File: src/rtl/serial_subtractor_pkg.sv
// serial_subtractor_pkg: shared constants for the bit-serial subtractor.
// Latency: n/a (types and constants only).
// Backpressure: n/a.
// Contents: FSM state encoding (2 bits) and the default operand width.
package serial_subtractor_pkg;

  localparam int DEFAULT_WIDTH = 32;

  typedef enum logic [1:0] {
    ST_IDLE = 2'd0,
    ST_RUN  = 2'd1,
    ST_DONE = 2'd2
  } state_t;

endpackage

File: src/rtl/serial_sub_bit_cell.sv
// serial_sub_bit_cell: one-bit full adder with a registered carry.
// Latency: sum/carry-out combinational, carry flop updates on the clock edge.
// Backpressure: none; i_en gates the carry update.
// Ports: clock/reset (async, active-high), i_a/i_b operand bits,
//        i_load forces carry to 1, i_en advances the carry,
//        o_sum/o_cout combinational outputs, o_carry current carry flop.
module serial_sub_bit_cell (
  input  logic clock,
  input  logic reset,
  input  logic i_a,
  input  logic i_b,
  input  logic i_load,
  input  logic i_en,
  output logic o_sum,
  output logic o_cout,
  output logic o_carry
);

  logic r_carry;

  assign o_sum  = i_a ^ i_b ^ r_carry;
  assign o_cout = (i_a & i_b) | (i_a & r_carry) | (i_b & r_carry);

  always_ff @(posedge clock or posedge reset) begin
    if (reset) begin
      r_carry <= 1'b0;
    end else if (i_load) begin
      // Carry-in of 1 plus the inverted subtrahend forms a - b.
      r_carry <= 1'b1;
    end else if (i_en) begin
      r_carry <= o_cout;
    end
  end

  assign o_carry = r_carry;

endmodule

File: src/rtl/serial_subtractor.sv
// serial_subtractor: bit-serial two's-complement a - b, LSB first, one bit per clock.
// Latency: WIDTH clocks from operand accept to out_valid.
// Backpressure: result held in DONE until out_ready; in_ready only in IDLE.
// Ports: clock, reset (async, active-high); in_valid/in_ready/a/b operand port;
//        out_valid/out_ready/diff/borrow result port.
// Option: SERIAL_SUBTRACTOR_OVERFLOW_FLAG_EN adds a signed overflow output.
module serial_subtractor
  import serial_subtractor_pkg::*;
#(
  parameter int WIDTH = DEFAULT_WIDTH
) (
  input  logic             clock,
  input  logic             reset,
  input  logic             in_valid,
  output logic             in_ready,
  input  logic [WIDTH-1:0] a,
  input  logic [WIDTH-1:0] b,
  output logic             out_valid,
  input  logic             out_ready,
  output logic [WIDTH-1:0] diff,
  output logic             borrow
`ifdef SERIAL_SUBTRACTOR_OVERFLOW_FLAG_EN
  ,
  output logic             overflow
`endif
);

  localparam int CW = $clog2(WIDTH) + 1;
  localparam logic [CW-1:0] CNT_ONE  = CW'(1);
  localparam logic [CW-1:0] CNT_LAST = CW'(WIDTH - 1);

  state_t           r_state;
  logic             r_in_ready;
  logic             r_out_valid;
  logic [WIDTH-1:0] r_op_a;
  logic [WIDTH-1:0] r_op_b;
  logic [WIDTH-2:0] r_shift;
  logic [WIDTH-1:0] r_diff;
  logic             r_borrow;
  logic [CW-1:0]    r_count;

  logic             w_load;
  logic             w_run;
  logic             w_last;
  logic             w_sum;
  logic             w_cout;
  logic             w_carry;
  logic [WIDTH-1:0] w_shift_nxt;

  assign w_load = (r_state == ST_IDLE) && in_valid;
  assign w_run  = (r_state == ST_RUN);
  assign w_last = w_run && (r_count == CNT_LAST);

  // Previous sums sit below the new bit; on the final bit this is the whole result.
  assign w_shift_nxt = {w_sum, r_shift};

  serial_sub_bit_cell u_bit_cell (
    .clock   (clock),
    .reset   (reset),
    .i_a     (r_op_a[0]),
    .i_b     (r_op_b[0]),
    .i_load  (w_load),
    .i_en    (w_run),
    .o_sum   (w_sum),
    .o_cout  (w_cout),
    .o_carry (w_carry)
  );

  always_ff @(posedge clock or posedge reset) begin
    if (reset) begin
      r_state     <= ST_IDLE;
      r_in_ready  <= 1'b1;
      r_out_valid <= 1'b0;
      r_op_a      <= '0;
      r_op_b      <= '0;
      r_shift     <= '0;
      r_diff      <= '0;
      r_borrow    <= 1'b0;
      r_count     <= '0;
    end else begin
      case (r_state)
        ST_IDLE: begin
          if (in_valid) begin
            r_op_a     <= a;
            r_op_b     <= ~b;
            r_count    <= '0;
            r_in_ready <= 1'b0;
            r_state    <= ST_RUN;
          end
        end
        ST_RUN: begin
          r_op_a  <= r_op_a >> 1;
          r_op_b  <= r_op_b >> 1;
          r_shift <= w_shift_nxt[WIDTH-1:1];
          r_count <= r_count + CNT_ONE;
          if (w_last) begin
            // Outputs only change here so they stay put through RUN and IDLE.
            r_diff      <= w_shift_nxt;
            r_borrow    <= ~w_cout;
            r_out_valid <= 1'b1;
            r_state     <= ST_DONE;
          end
        end
        ST_DONE: begin
          if (out_ready) begin
            r_out_valid <= 1'b0;
            r_in_ready  <= 1'b1;
            r_state     <= ST_IDLE;
          end
        end
        default: begin
          r_out_valid <= 1'b0;
          r_in_ready  <= 1'b1;
          r_state     <= ST_IDLE;
        end
      endcase
    end
  end

  assign in_ready  = r_in_ready;
  assign out_valid = r_out_valid;
  assign diff      = r_diff;
  assign borrow    = r_borrow;

`ifdef SERIAL_SUBTRACTOR_OVERFLOW_FLAG_EN
  logic r_overflow;

  // On the last bit the carry flop holds the carry into the MSB.
  always_ff @(posedge clock or posedge reset) begin
    if (reset) begin
      r_overflow <= 1'b0;
    end else if (w_last) begin
      r_overflow <= w_carry ^ w_cout;
    end
  end

  assign overflow = r_overflow;
`else
  // Without the overflow flag the carry into the MSB has no consumer.
  logic w_carry_unused;
  assign w_carry_unused = w_carry;
`endif

endmodule

File: config.mk
export PLATFORM = sky130hd
export DESIGN_NAME = serial_subtractor
export DESIGN_NICKNAME = d
export VERILOG_FILES = /design/src/rtl/serial_subtractor_pkg.sv /design/src/rtl/serial_sub_bit_cell.sv /design/src/rtl/serial_subtractor.sv
export SDC_FILE = /design/constraint.sdc
export NUM_CORES = 1
export LEC_CHECK = 0
export CORE_AREA = 3 3 110 112
export CTS_BUF_LIST = sky130_fd_sc_hd__clkbuf_8
export DETAILED_ROUTE_END_ITERATION = 12
export DIE_AREA = 0 0 113 115
export GPL_TIMING_DRIVEN = 0
export HOLD_SLACK_MARGIN = 0.12
export PLACE_DENSITY_LB_ADDON = 0.08
export SLEW_MARGIN = 30
export SYNTH_ARGS = -nofsm -noshare
export SYNTH_HDL_FRONTEND = slang
export SYNTH_SLANG_ARGS = --single-unit
File: constraint.sdc
create_clock -name clock -period 5.1 [get_ports clock]
set_input_delay 0.51 -clock clock [delete_from_list [all_inputs] [get_ports clock]]
set_output_delay 0.51 -clock clock [all_outputs]
set_load 0.05 [all_outputs]
==> flow_metrics.env <==
export IMPL_status="finished, final reports clean"
export IMPL_postLayoutCellArea_um2=7200
export IMPL_crit_family="buffers and inverters"
export IMPL_pwr_share_seq=0.446
export IMPL_wl_per_cell_um=14.6
export IMPL_p_total_mw=4.11
export IMPL_cts_resized=0
export IMPL_clock_fmax_ghz=0.431
export IMPL_slowest_stage="clkdlybuf4s50_1"
export IMPL_nFillCells=972
export IMPL_grt_pass1_wl_mm=20.0
export IMPL_dr_pass1_iters=4
export IMPL_synthesis_area_um2=5570
export IMPL_wl_mm=11.8
export IMPL_p_leak_nw=3.29
export IMPL_synth_nets=602
export IMPL_worstPathRequired_ns=4.59
export IMPL_cp_arrival_ns=1.81
export IMPL_avgViaCountPerCell=5.12
export IMPL_cts_tree="done"
export IMPL_io_buffer_count=102
export IMPL_htree_num_levels=4
export IMPL_synth_cell_types=37
export IMPL_place_hpwl_mm=7.96
export IMPL_synthXorXnorAreaFrac=0.00157
export IMPL_die_w_um=113
export IMPL_hold_viol=0
export IMPL_synth_simple_area_share=0.167
export IMPL_clock_root_buffer="clkbuf_8"
export IMPL_fin_nets=724
export IMPL_cts_buffer_depth=2
export IMPL_syn_avg_cell_area_um2=10.5
export IMPL_row_count=39
export IMPL_coreArea_um2=11300
export IMPL_cts_setup_buffers=0
export IMPL_grt_pass1_vias=4144
export IMPL_synth_fa_ha_area_frac=0.00584
export IMPL_antenna_found_initial=0
export IMPL_ys_flop_type="dfrtp_1"
export IMPL_synth_top_family_by_area="simple AND/OR/NAND/NOR gates"
export IMPL_start_util=0.492
export IMPL_hold_buffers=0
export IMPL_rsz0062_at_grt="no"
export IMPL_final_max_slew_viol_count=0
export IMPL_multi_input_area_um2=1900
export IMPL_place_congestion=0.783
export IMPL_ys_ff_latch=139
export IMPL_cts_sinks=139
export IMPL_fp_dieArea_um2=13000
export IMPL_end_kind="primary output"
export IMPL_relSlewSlack=0.511
export IMPL_area_delta_synth_final_pct=29.2
export IMPL_drtIter0Drc=275
export IMPL_slowest_delay_ns=0.83
export IMPL_clkPwrFrac=0.212
export IMPL_synth_top_area_frac=0.620
export IMPL_cp_start_kind="register"
export IMPL_layout_worst_path_cycle_share=0.455
export IMPL_synth_enable_flop_cells=0
export IMPL_yosysSeqAreaShare=0.624
export IMPL_grt_max_degree=86
export IMPL_synth_warnings=0
export IMPL_power_internal_mw=2.61
export IMPL_dieHeight_um=115
export IMPL_min_period_ns=2.32
export IMPL_critPathMaxFanout=3
export IMPL_layout_area_seq_um2=3480
export IMPL_yosysTopAreaCell="dfrtp_1"
export IMPL_final_cell_mix="dfrtp_1 (138), nand2_1 (111), nor2_1 (111)"
export IMPL_place_ws_ns=2.88
export IMPL_drc=0
export IMPL_antennaDiodeCount=0
export IMPL_critical_path_class="register to primary output"
export IMPL_crit_chain="clkdlybuf4s50_1"
export IMPL_vdd_drop_max_uv=278
export IMPL_num_io_pins=103
export IMPL_p_per_area_nw_per_um2=571
export IMPL_hold_ws_ns=0.478
export IMPL_cts_buffers=17
export IMPL_drv_cap=0
export IMPL_switching_power_mw=1.50
export IMPL_hold_class="input port to async pin"
export IMPL_switching_share=0.366
export IMPL_synth_compound_area_frac=0.100
export IMPL_setup_slack_ns=2.78
export IMPL_clock_latency_ns=0.44
export IMPL_async_flop_share=1.00
export IMPL_layout_commonest_cell="dfrtp_1"
export IMPL_synth_area_leaders="dfrtp_1 (62%), nand2_1 (7.5%), nor2_1 (7.5%), mux2_2 (6.5%), a211oi_1 (4.0%)"
export IMPL_drive_gt1_frac=0.132
export IMPL_grt_overflow=0
export IMPL_setup_viol=0
export IMPL_antenna_left=0
export IMPL_synth_area_mux_share=0.0664
export IMPL_clkTransAtPathRegs_ns=0.07
export IMPL_track_usage=0.193
export IMPL_tightest_slew_ns=0.731
export IMPL_vias=4145
export IMPL_cp_num_buf_inv=1
export IMPL_placed_area_um2=6810
export IMPL_finClkSkew_ns=0.00693
export IMPL_comb_power_share=0.342
export IMPL_synthCells=532
[cells in the mapped netlist, types with 6 or more instances]
library cell  count
nand3_1           6
a22oi_1           6
a211oi_1         30
mux2_2           32
o21ai_0           6
clkbuf_1          8
nand2_1         111
o22ai_1          25
buf_2            18
dfrtp_1         138
inv_1             6
nor2_1          111
[cells by family (layout without fill, tap and decap cells)]
kind of cell,after synthesis,after routing
xor+xnor,1,1
buf+inv,39,174
simple gates,237,237
fa+ha+maj,2,2
mux,33,33
flops,139,139
compound gates,81,81
[layout make-up]
class / count / area share
clock inverters: 11 / 0.0141
flip-flops and latches: 139 / 0.483
multi-input cells: 354 / 0.264
inverters: 6 / 0.00417
clock buffers: 21 / 0.0401
plain buffers: 33 / 0.0235
repair buffers: 103 / 0.146
well taps: 143 / 0.0249
[power groups by stage]
stage,clock network [mW],registers (mW),logic (mW)
floorplan,0,2.06,0.748
global placement,0,1.83,1.38
detailed placement,0,1.85,1.42
CTS,0.889,1.84,1.43
global route,0.938,1.90,1.57
finish,0.870,1.83,1.41
[flip-flops by register name, summed over array words and instances, names as in the netlist]
signal              flops
diff                   32
r_op_a                 32
r_op_b                 32
r_shift                31
r_count                 6
r_state                 2
borrow                  1
in_ready                1
out_valid               1
u_bit_cell.o_carry      1
[stage by stage]
step / util / instances / setup TNS, ns
2_1_floorplan: - / 532 / 0
3_3_place_gp: 0.598 / 777 / -139.32
3_5_place_dp: 0.601 / 778 / 0
4_1_cts: 0.636 / 810 / 0
5_1_grt: 0.636 / 810 / 0
6_report: 0.636 / 810 / 0
[per-layer routing]
| metal | vias to the layer above | track usage | part of all wire |
|---|---|---|---|
| li1 | 2032 | - | - |
| met5 | - | 0 | 0 |
| met4 | 0 | 0.0673 | 0.012 |
| met3 | 14 | 0.0558 | 0.054 |
| met2 | 83 | 0.306 | 0.47 |
| met1 | 2016 | 0.258 | 0.46 |
[final timing paths]
path | from | to | slack (ns) | cells after the start
worst max-delay path | in_ready | in_ready | 2.78 | 1
worst min-delay path | reset | r_shift[0] | 0.48 | 2
worst max register to register | r_count[0] | diff[25] | 3.13 | 5
worst min register to register | r_op_a[29] | r_op_a[29] | 0.48 | 2
max in group asynchronous | reset | in_ready | 3.88 | 3
min in group clock | r_op_a[29] | r_op_a[29] | 0.48 | 2
No activity file was read; power rests on OpenSTA's default activity.
